$ cat src/rtl/oam_dma_arb.sv
// oam_dma_arb
//   Bus arbiter for a sprite-memory DMA engine. A CPU write of the page number to
//   DMA_REG_ADDR stalls the CPU. The engine then copies the 256 bytes of that page
//   ({pg,8'h00}..{pg,8'hFF}) to OAM_DATA_ADDR as READ/WRITE pairs. A HALT cycle
//   comes first, and an optional ALIGN cycle follows HALT.
//
//   Build option: define OAM_DMA_ALIGN_EN to add the ALIGN cycle whenever HALT falls
//   on an odd bus cycle (stall 513/514). Undefined: no ALIGN, fixed 513-cycle stall.
//
// Ports
//   clk        system clock, rising edge
//   rst        synchronous active-high reset
//   cpu_addr   CPU bus address
//   cpu_wdata  CPU write data
//   cpu_we     CPU write strobe
//   cpu_rdy    CPU ready (low = CPU stalled)
//   cpu_rdata  CPU read data (mirror of mem_rdata)
//   mem_addr   shared memory bus address
//   mem_wdata  shared memory bus write data
//   mem_we     shared memory bus write strobe
//   mem_rdata  memory read data, valid the cycle after the address
//   dma_busy   high from HALT through the last WRITE
module oam_dma_arb #(
    parameter logic [15:0] DMA_REG_ADDR  = 16'h4014,
    parameter logic [15:0] OAM_DATA_ADDR = 16'h2004
) (
    input  logic        clk,
    input  logic        rst,
    input  logic [15:0] cpu_addr,
    input  logic [7:0]  cpu_wdata,
    input  logic        cpu_we,
    output logic        cpu_rdy,
    output logic [7:0]  cpu_rdata,
    output logic [15:0] mem_addr,
    output logic [7:0]  mem_wdata,
    output logic        mem_we,
    input  logic [7:0]  mem_rdata,
    output logic        dma_busy
);

    typedef enum logic [2:0] {IDLE, HALT, ALIGN, READ, WRITE} state_t;

    state_t     state;
    logic [7:0] cnt;
    logic [7:0] pg;
    logic       dma_trig;

    assign dma_trig  = (state == IDLE) && cpu_we && (cpu_addr == DMA_REG_ADDR);
    assign cpu_rdata = mem_rdata;

`ifdef OAM_DMA_ALIGN_EN
    // Free-running bus-cycle parity; decides whether HALT needs an ALIGN cycle.
    logic cyc_odd;

    always_ff @(posedge clk) begin
        if (rst) begin
            cyc_odd <= 1'b0;
        end else begin
            cyc_odd <= ~cyc_odd;
        end
    end
`endif

    always_ff @(posedge clk) begin
        if (rst) begin
            state <= IDLE;
            cnt   <= 8'h00;
            pg    <= 8'h00;
        end else begin
            unique case (state)
                IDLE: begin
                    if (dma_trig) begin
                        pg    <= cpu_wdata;
                        cnt   <= 8'h00;
                        state <= HALT;
                    end
                end
                HALT: begin
`ifdef OAM_DMA_ALIGN_EN
                    state <= cyc_odd ? ALIGN : READ;
`else
                    state <= READ;
`endif
                end
                ALIGN: state <= READ;
                READ:  state <= WRITE;
                WRITE: begin
                    cnt   <= cnt + 8'd1;
                    state <= (cnt == 8'hFF) ? IDLE : READ;
                end
                default: state <= IDLE;
            endcase
        end
    end

    // Outputs decode the current state; IDLE is a combinational pass-through so
    // the CPU sees no added latency. Reset forces the idle view with no write.
    always_comb begin
        cpu_rdy   = 1'b1;
        dma_busy  = 1'b0;
        mem_addr  = cpu_addr;
        mem_wdata = cpu_wdata;
        mem_we    = cpu_we;
        if (rst) begin
            mem_we = 1'b0;
        end else begin
            unique case (state)
                IDLE: begin
                    // The trigger write is swallowed, never reaching memory.
                    if (dma_trig) mem_we = 1'b0;
                end
                HALT, ALIGN, READ: begin
                    cpu_rdy   = 1'b0;
                    dma_busy  = 1'b1;
                    mem_addr  = {pg, cnt};
                    mem_wdata = 8'h00;
                    mem_we    = 1'b0;
                end
                WRITE: begin
                    cpu_rdy   = 1'b0;
                    dma_busy  = 1'b1;
                    mem_addr  = OAM_DATA_ADDR;
                    mem_wdata = mem_rdata;
                    mem_we    = 1'b1;
                end
                default: begin
                    cpu_rdy  = 1'b1;
                    dma_busy = 1'b0;
                end
            endcase
        end
    end

endmodule
$ cat config.mk
export PLATFORM = sky130hd
export DESIGN_NAME = oam_dma_arb
export DESIGN_NICKNAME = d
export VERILOG_FILES = /design/src/rtl/oam_dma_arb.sv
export SDC_FILE = /design/constraint.sdc
export NUM_CORES = 1
export LEC_CHECK = 0
export CAP_MARGIN = 10
export CORE_UTILIZATION = 40
export CTS_CLUSTER_SIZE = 20
export DETAILED_ROUTE_END_ITERATION = 8
export GPL_TIMING_DRIVEN = 0
export PLACE_DENSITY = 0.85
export SYNTH_ARGS = -nofsm -noshare
export SYNTH_HDL_FRONTEND = slang
export SYNTH_SLANG_ARGS = --single-unit
$ cat constraint.sdc
create_clock -name clk -period 5.8 [get_ports clk]
set_input_delay 1.16 -clock clk [delete_from_list [all_inputs] [get_ports clk]]
set_output_delay 1.16 -clock clk [all_outputs]
set_load 0.005 [all_outputs]
# Word level (Yosys, flattened, before mapping)
# Cells that the tools add are included.
[classes]
n_addsub = 1
n_eq_ne = 7
n_mux = 16
reduce_logical = 9
[ops]
columns = ["operator", "count"]
rows = [
  ["16-bit one-hot mux with 2 select lines", 1],
  ["8-bit one-hot mux with 2 select lines", 2],
  ["16-bit by 15-bit == test with 1-bit output, second input constant", 1],
  ["16-bit 2-to-1 mux", 1],
  ["8-bit 2-to-1 mux", 2],
  ["3-bit one-hot mux with 4 select lines", 1],
  ["8-bit by 1-bit adder with 8-bit output, second input constant", 1],
  ["8-bit == test, second input constant", 1],
  ["3-bit by 2-bit == test with 1-bit output, second input constant", 2],
  ["1-bit 2-to-1 mux", 6],
  ["2-bit AND reduction", 2],
  ["4-bit OR reduction", 1],
  ["3-bit by 1-bit == test with 1-bit output, second input constant", 1],
  ["3-bit == test, second input constant", 1],
  ["3-bit zero test", 1],
  ["3-bit 2-to-1 mux", 1],
  ["1-bit one-hot mux with 3 select lines", 1],
  ["3-bit OR reduction", 1],
  ["1-bit logical AND", 2],
  ["2-bit 2-to-1 mux", 1],
  ["2-bit inequality test, second input constant", 1],
  ["2-bit nonzero test", 1],
  ["2-bit OR reduction", 1],
]
[word_totals]
register_bits = 19
inputBits = 35
out_inout_bits = 35
wordCells = 36

# Depth between registers and ports, before layout
# Gate-level depths: netlist of the first run.
[depth]
word_depth = 6
depth_mapped = 7
ltp_nobuf = 5

# Least setup slack after synthesis of the first run
# OpenSTA, ideal clock, no wires.
[synth_path]
path_kind = "in2out"
from = "input port rst"
to = "output port mem_addr[10]"
t_arrival_ps = 1995
setup_slack_ps = 2645
cell_stages = 3
path_buffers = 1
cell_sequence = "nor3_1 -> clkbuf_1 -> a22o_1"
[synth_between]
elab_chain_cells = 1
[synth_rtl]
columns = ["item", "line", "source"]
rows = [
  ["start, declared", "28", "input logic rst,"],
  ["16-bit 2-to-1 mux", "104", "if (rst) begin"],
  ["end, declared", "34", "output logic [15:0] mem_addr,"],
]
# No other way between the ends.

# Final worst setup path of the first run
[layout_path]
from = "input port rst"
to = "output port mem_addr[11]"
# The elaborated chain is that of the path after synthesis.

==> results_dict.tcl, run 1 <==
set metrics [dict create \
    worstHoldStart "pg[3]" \
    clock_latency_ns 0.31 \
    setup_viol 0 \
    initial_utilization 0.4274 \
    async_flop_share 0 \
    grt_use_met1 0.3171 \
    hold_ws_ns 0.4706 \
    antenna_found_initial 0 \
    fin_crit_sh 0.7850 \
    yosysSeqAreaShare 0.3200 \
    finalHoldViolCount 0 \
    totalWireLength_um 4096 \
    drt-pass1-iter-count 4 \
    setup.worst_path.class "input port to output pin" \
    hpwlAfterDp_um 3229 \
    cts_setup_buffers 0 \
    yosys.cell_types.count 38 \
    grt.overflow.total 0 \
    post_cts_resized 0 \
    avgSynthCellArea_um2 8.254 \
    antenna_cells 0 \
    ant_nets 0 \
    fin_area_um2 1946 \
    syn_to_final_growth_pct 63.68 \
    port_buffers 69 \
    ys_ff_latch 19 \
    drive_above_1_share 0.1060 \
    grt_pass1_wl_um 6555 \
    fmax_ghz 0.2196 \
    grt_usage 0.2601 \
    fin_tns_setup_ns 0 \
    fin_util 0.6995 \
    status "finished, final reports clean" \
    num_vias 1459 \
    maxCapViolations 0 \
    maxSlewViolCount 0 \
    grt_pass1_vias 1423 \
    clk_pin_slew_ns 0.11 \
    die_w_um 56.51 \
    cp_data_arrival_time_ns 3.39 \
    r2r_start "state[1]" \
    crit_start "rst" \
    syn_area_um2 1189 \
    fillCellCount 232 \
    routed_via_density 5.883 \
    clkSinkCount 19 \
    dp_slack_ns 1.323 \
    synth_ff_type "dfxtp_1" \
    maxSlewHeadroom 0.3678 \
    p_total_uw 343.2 \
    die-area_um2 3193 \
    gp_congestion 0.8920 \
    grtUsageMet2 0.4521 \
    finalNonFillerCells 248 \
    nets 254 \
    synth-edff-count 0 \
    grt_max_degree 12 \
    synthesis.nets 180 \
    postPlaceCellArea_um2 1918 \
    io_pins 70 \
    drtIter0Drc 70 \
    row_count 19 \
    gr-usage-met3 0.04839 \
    ir_worst_vdd_uv 177.3 \
    numCtsBuffers 3 \
    die-height_um 56.51 \
    setup_ws_ns 1.247 \
    wl_per_cell_um 16.52 \
    drc_errors 0 \
    ctsHoldBuffers 0 \
    synthCells 144 \
    hold_class "flip-flop to flip-flop" \
    p_per_area_nw_per_um2 176.4 \
    dp.cells 244 \
    worst_setup_path_start_kind "input port" \
    top_usage_layer "met2" \
    endpoint_kind "output pin" \
    p_leak_nw 0.6953 \
    yosys_warnings 0 \
    clockBufferDepth 2 \
    htree_levels 1 \
    critPathMaxFanout 10 \
    max_slew.worst_pin.slew_ns 0.9405 \
    fin_crit_ns 4.553 \
    cts_tree "built" \
    skew_ns 0.01127 \
    rsz0062_at_grt "no" \
    worstPathRequired_ns 4.64 \
    core_area_um2 2781 \
    clockRootBuffer "clkbuf_4" \
]
worst max-delay path: stages:
cell	delay (ns)
clkdlybuf4s50_1	0.50
nor3_1	0.57
clkbuf_1	0.43
a22o_1	0.22
clkdlybuf4s50_1	0.51
metal layers:
layer	vias to the layer above	part of all wire
li1	681	-
met1	689	0.40
met2	81	0.50
met3	8	0.081
met4	0	0.021
met5	-	0
layout make-up:
type	instances	area [um^2]	share of cell area
plain buffers	18	111.4	0.05723
clock buffers	3	22.52	0.01158
clock inverters	1	5.005	0.002572
inverters	1	3.754	0.001929
multi-input cells	106	693.2	0.3563
flip-flops and latches	19	380.4	0.1955
well taps	31	38.79	0.01994
repair buffers	69	690.7	0.3550
synthesized netlist by cell type, types with 2 or more instances:
library cell,instances,area (um^2)
dfxtp_1,19,380.4
buf_4,8,60.06
nand2_1,20,75.07
buf_2,5,25.02
o21ai_0,2,10.01
a21oi_1,18,90.09
nand4_1,2,12.51
nor4b_1,2,17.52
nand3_1,5,25.02
clkbuf_1,4,15.01
nor3_1,4,20.02
nor2_1,6,22.52
o22a_1,2,17.52
o31ai_1,2,15.01
a22o_1,22,192.7
power by group:
group / total, mW / internal (mW) / switching, mW / leakage (nW)
logic: 0.139 / 0.0879 / 0.0509 / 0.525
clock network: 0.0701 / 0.0258 / 0.0443 / 0.0177
registers: 0.134 / 0.132 / 0.00199 / 0.153
cell usage in the layout, fill, tap and decap left out, types with 2 or more instances in the layout:
cell,n
clkbuf_4,3
nand4_1,2
nand2_1,20
a22o_1,22
a21oi_1,18
nor4b_1,2
nor3_1,4
buf_2,5
o31ai_1,2
nor2_1,6
o21ai_0,2
clkdlybuf4s50_1,69
o22a_1,2
buf_4,8
clkbuf_1,4
dfxtp_1,19
nand3_1,5
worst paths after layout:
| kind | end | slack (ns) | cells after the start |
|---|---|---|---|
| max | mem_addr[11] | 1.25 | 5 |
| min | pg[3] | 0.47 | 2 |
| max reg2reg | cnt[5] | 3.91 | 7 |
| min reg2reg | pg[3] | 0.47 | 2 |
cell families after synthesis:
logic type,count (synthesis),share of synthesized area
adder cells (fa/ha/maj),1,0.01052
buffers and inverters,19,0.09683
flip-flops,19,0.3200
AND/OR/NAND/NOR,52,0.2379
XOR/XNOR,2,0.01474
AO/OA/AOI/OAI,51,0.3200
sequential cells by signal (all words and copies together), names as in the netlist:
name   cells
state      3
cnt        8
pg         8
(Power assumes the default switching activity.)
==> run 2: changes to the inputs <==
- CORE_UTILIZATION: 40 -> 37
- PLACE_DENSITY: 0.85 -> 0.79
- clock period: 5.8 -> 4.6 ns (I/O delays scaled with it)
==> run 2 against run 1 <==
Worst setup slack got worse by 0.73 ns. Final cell count rose by 5.2%. Die area rose by 7.8%. Wire length did not move. Register-to-register slack got worse by 1.2 ns. Utilization fell by 5.7 points. Sequential share of layout area fell by 0.15 points. Flip-flop and latch count did not move. Hold slack got worse by 0.0070 ns. Critical path depth did not move. Combinational power rose by 25%.
==> results_dict.tcl, run 2 (synthesized netlist as in run 1, its figures left out) <==
set metrics [dict create \
    die-area_um2 3443 \
    numCtsBuffers 3 \
    worst_setup_path_start_kind "input port" \
    worstHoldStart "pg[2]" \
    switchingPower_uw 119.7 \
    wl_per_cell_um 15.69 \
    max_slew.worst_pin.slew_ns 1.114 \
    fin_crit_ns 4.084 \
    antenna_found_initial 0 \
    initial_utilization 0.3893 \
    setup_viol 0 \
    port_buffers 69 \
    layout_common_cells "clkdlybuf4s50_1, a22o_1, nand2_1" \
    drt-pass1-iter-count 5 \
    r2r_slack_ns 2.73 \
    worstPathRequired_ns 3.68 \
    ant_nets 0 \
    core_area_um2 3053 \
    num_vias 1422 \
    clk_pin_slew_ns 0.10 \
    p_leak_nw 0.6925 \
    status "finished, final reports clean" \
    p_per_area_nw_per_um2 219.9 \
    clockRootBuffer "clkbuf_4" \
    top_regs "cnt: 8 flops, pg: 8 flops, state: 3 flops" \
    postPlaceCellArea_um2 1934 \
    clockBufferDepth 2 \
    nets 254 \
    critPathMaxFanout 10 \
    fin_crit_sh 0.8878 \
    hold_end "pg[2]" \
    die_w_um 58.68 \
    grt_pass1_wl_um 6313 \
    hpwlAfterDp_um 3130 \
    maxSlewHeadroom 0.2510 \
    drtIter0Drc 48 \
    finalHoldViolCount 0 \
    skew_ns 0.009320 \
    layout_commonest_cell "clkdlybuf4s50_1" \
    grt_pass1_vias 1352 \
    maxCapViolations 0 \
    p_int_uw 311.4 \
    drive_above_1_share 0.1014 \
    fin_tns_setup_ns 0 \
    clkSinkCount 19 \
    htree_levels 1 \
    worst-r2r-cell-count 5 \
    gp_congestion 0.7751 \
    grt.overflow.total 0 \
    setup.worst_path.class "input port to output pin" \
    switching_share 0.2776 \
    r2r_start "state[2]" \
    grt_usage 0.2446 \
    endpoint_kind "output pin" \
    cts_setup_buffers 0 \
    cts_tree "built" \
    maxSlewViolCount 0 \
    cp_data_arrival_time_ns 3.16 \
    hold_class "flip-flop to flip-flop" \
    totalWireLength_um 4096 \
    antenna_cells 0 \
    r2r_end "pg[1]" \
    fin_area_um2 1961 \
    io_pins 70 \
    routed_via_density 5.448 \
    seqPwrFrac 0.393 \
    post_cts_resized 0 \
    pwr-share-comb 0.404 \
    ctsHoldBuffers 0 \
    fmax_ghz 0.2449 \
    holdPathStages 2 \
    rsz0062_at_grt "no" \
    clock_latency_ns 0.31 \
    die-height_um 58.68 \
    grt_max_degree 11 \
    ir_worst_vdd_uv 184.8 \
    clock_power_share 0.204 \
    row_count 20 \
    drc_errors 0 \
    syn_to_final_growth_pct 64.95 \
]
==> run 2: cell types whose count changed in the layout (fill, tap and decap cells not counted) <==
cell | before | now
clkbuf_1 | 4 | 5
clkinv_2 | 1 | 0
==> run 2: through the flow <==
stage / instances / utilization / power [mW] / worst slack (ns) / hold WS (ns)
detailed placement: 257 / 0.6336 / 0.3458 / 0.5646 / 0.4501
CTS: 261 / 0.6422 / 0.4344 / 0.5418 / 0.4647
floorplan: 144 / - / 0.2394 / 1.925 / 0.4360
finish: 261 / 0.6422 / 0.4311 / 0.5161 / 0.4636
global route: 261 / 0.6422 / 0.4549 / 0.4300 / 0.4945
global placement: 257 / 0.6336 / 0.3435 / 0.6162 / 0.4412
==> run 2: power by group through the flow <==
stage / clock (mW) / sequential, mW / combinational [mW]
detailed placement: 0 / 0.173 / 0.173
floorplan: 0 / 0.172 / 0.0669
global route: 0.0988 / 0.170 / 0.186
CTS: 0.0905 / 0.169 / 0.175
finish: 0.0878 / 0.169 / 0.174
global placement: 0 / 0.173 / 0.171
==> run 2: cell type report <==
type	count	area, um^2
Buffer	18	111.4
Clock buffer	4	26.28
Fill cell	286	1092
Inverter	1	3.754
Multi-Input combinational cell	106	693.2
Sequential cell	19	380.4
Tap cell	44	55.05
Timing Repair Buffer	69	690.7
==> run 2: worst max-delay path, cell delays in order <==
cell and delay [ns]:
clkdlybuf4s50_1 0.50, nor3_1 0.56, clkbuf_1 0.45, a22o_1 0.23, clkdlybuf4s50_1 0.50
==> run 2: metal layers <==
metal / global-route usage / wire length, um / vias up
li1: - / - / 680
met1: 0.2978 / 1739 / 676
met2: 0.4269 / 2051 / 59
met3: 0.05934 / 265 / 7
met4: 0.07143 / 40 / 0
met5: 0 / 0 / -
==> run 2: worst max path at each step <==
| stage | from | endpoint | slack, ns | cells past startpoint |
|---|---|---|---|---|
| detailed placement | rst | mem_addr[11] | 0.56 | 5 |
| floorplan | rst | mem_addr[10] | 1.93 | 3 |
| global route | rst | mem_addr[11] | 0.43 | 5 |
| finish | rst | mem_addr[11] | 0.52 | 5 |
| global placement | rst | mem_addr[14] | 0.62 | 5 |
| CTS | rst | mem_addr[11] | 0.54 | 5 |
==> run 3: changes to the inputs <==
- CELL_PAD_IN_SITES_DETAIL_PLACEMENT: unset -> 0
- CELL_PAD_IN_SITES_GLOBAL_PLACEMENT: unset -> 1
- CORE_UTILIZATION: 37 -> 26
- PLACE_DENSITY: 0.79 -> unset
- PLACE_DENSITY_LB_ADDON: unset -> 0.1
- SETUP_SLACK_MARGIN: unset -> 0.3
==> run 3 against run 2 <==
Final cell count grew 3.1%. Die area up 41%. Via count is 4.1% lower. Global-route usage down 8.1 points. Clock skew is 0.0046 ns lower. Utilization fell by 19 points. Non-clock buffer count stayed put. First-iteration DRC count up 27%. Register-to-register slack better by 0.07 ns. Hold slack lost 0.0054 ns. Highest routed layer unchanged.
==> results_dict.tcl, run 3 (synthesized netlist as in run 1, its figures left out) <==
set metrics [dict create \
    status "finished, final reports clean" \
    post_cts_resized 0 \
    grt.overflow.total 0 \
    maxSlewHeadroom 0.3373 \
    hold_class "flip-flop to flip-flop" \
    p_int_uw 337.5 \
    initial_utilization 0.2711 \
    seqPwrFrac 0.372 \
    p_leak_nw 0.7030 \
    totalWireLength_um 4015 \
    die-height_um 69.62 \
    grt_pass1_wl_um 6417 \
    drtIter0Drc 61 \
    cts_setup_buffers 0 \
    setup_viol 0 \
    nets 254 \
    worst_path_max_delay_cell "nor3_1" \
    io_pins 70 \
    worst_setup_path_start_kind "input port" \
    critPathMaxFanout 10 \
    worstPathCellList "clkdlybuf4s50_1 -> nor3_1 -> clkbuf_1 -> a22o_1 -> clkdlybuf4s50_1" \
    die_w_um 69.62 \
    clk_pin_slew_ns 0.07 \
    cp_slowest_stage_delay_ns 0.58 \
    cp_data_arrival_time_ns 3.14 \
    rsz0062_at_grt "no" \
    skew_ns 0.004753 \
    ctsHoldBuffers 0 \
    row_count 24 \
    hold_ws_ns 0.4583 \
    drt-pass1-iter-count 4 \
    clock_latency_ns 0.25 \
    pwr-share-comb 0.377 \
    maxSlewViolCount 0 \
    num_vias 1363 \
    endpoint_kind "output pin" \
    fin_crit_ns 4.061 \
    fmax_ghz 0.2462 \
    htree_levels 1 \
    fin_tns_setup_ns 0 \
    syn_to_final_growth_pct 67.47 \
    numCtsBuffers 3 \
    path_buf_inv 3 \
    top_regs "cnt: 8 flops, pg: 8 flops, state: 3 flops" \
    clockBufferDepth 2 \
    max_slew.worst_pin.slew_ns 0.9858 \
    cts_tree "built" \
    die-area_um2 4846 \
    fin_util 0.4541 \
    antenna_cells 0 \
    finalHoldViolCount 0 \
    antenna_found_initial 0 \
    fin_crit_sh 0.8829 \
    clockRootBuffer "clkbuf_8" \
    clock_power_share 0.251 \
    postPlaceCellArea_um2 1944 \
    hpwlAfterDp_um 3126 \
    setup_ws_ns 0.5387 \
    ir_worst_vdd_uv 113.9 \
    core_area_um2 4384 \
    routed_via_density 5.067 \
    setup.worst_path.class "input port to output pin" \
    ant_nets 0 \
    grt_max_degree 12 \
    clkSinkCount 19 \
    wl_per_cell_um 14.93 \
    switchingPower_uw 118.3 \
    grt_usage 0.1639 \
    layout_commonest_cell "clkdlybuf4s50_1" \
    fillCellCount 451 \
    grt_pass1_vias 1306 \
    fin_area_um2 1991 \
    crit_family "buffers and inverters" \
    dp_slack_ns 0.5180 \
    gp_congestion 0.8248 \
    layout_common_cells "clkdlybuf4s50_1, a22o_1, nand2_1" \
    worstPathRequired_ns 3.68 \
    drive_above_1_share 0.1060 \
    crit_path_frequent_cell "clkdlybuf4s50_1" \
    p_per_area_nw_per_um2 228.9 \
    drc_errors 0 \
    port_buffers 69 \
    switching_share 0.2595 \
    maxCapViolations 0 \
]
==> run 3: changes by cell type in the layout (fill, tap and decap cells not counted) <==
cell | previous run | this run
clkbuf_8 | 0 | 3
clkbuf_4 | 3 | 0
clkinv_2 | 0 | 1
clkbuf_1 | 5 | 4
==> run 3: final cells by class <==
class / instances / area (um^2) / share of cell area
buffer: 18 / 111.4 / 0.05594
sequential: 19 / 380.4 / 0.1911
multi-input combinational: 106 / 693.2 / 0.3482
inverter: 1 / 3.754 / 0.001886
timing repair buffer: 69 / 690.7 / 0.3470
clock buffer: 3 / 41.29 / 0.02074
clock inverter: 1 / 5.005 / 0.002514
tap: 52 / 65.06 / 0.03268
==> run 3: stage by stage <==
stage               cells  power [mW]
finish                269      0.4558
global route          269      0.4809
CTS                   269      0.4623
detailed placement    265      0.3453
global placement      265      0.3449
floorplan             144      0.2394
==> run 3: power groups by stage <==
stage / sequential, mW / clock, mW / combinational [mW]
after floorplan: 0.172 / 0 / 0.0669
after global placement: 0.173 / 0 / 0.172
after detailed placement: 0.173 / 0 / 0.172
after CTS: 0.169 / 0.119 / 0.174
after global routing: 0.170 / 0.127 / 0.184
final: 0.169 / 0.114 / 0.172
==> run 3: worst reg2reg max path, cell delays in order, from the launching register on <==
cell	delay (ns)
dfxtp_1	0.30
clkbuf_1	0.17
or3b_1	0.39
buf_2	0.19
nor2_1	0.22
nand3_1	0.12
or2_0	0.21
a21oi_1	0.13
==> run 3: path summary, 6_finish.rpt <==
| check | from | endpoint | slack [ns] | cells after the start |
|---|---|---|---|---|
| max reg2reg | state[1] | cnt[5] | 2.80 | 7 |
| min | pg[1] | pg[1] | 0.46 | 2 |
| min reg2reg | pg[1] | pg[1] | 0.46 | 2 |
| max | rst | mem_addr[5] | 0.54 | 5 |
==> run 3: per-layer routing <==
layer	global-route usage	vias up	share of wire
li1	-	678	-
met3	0.02035	2	0.046
met2	0.2751	40	0.46
met4	0.04000	0	0.0035
met5	0	-	0
met1	0.2228	643	0.49
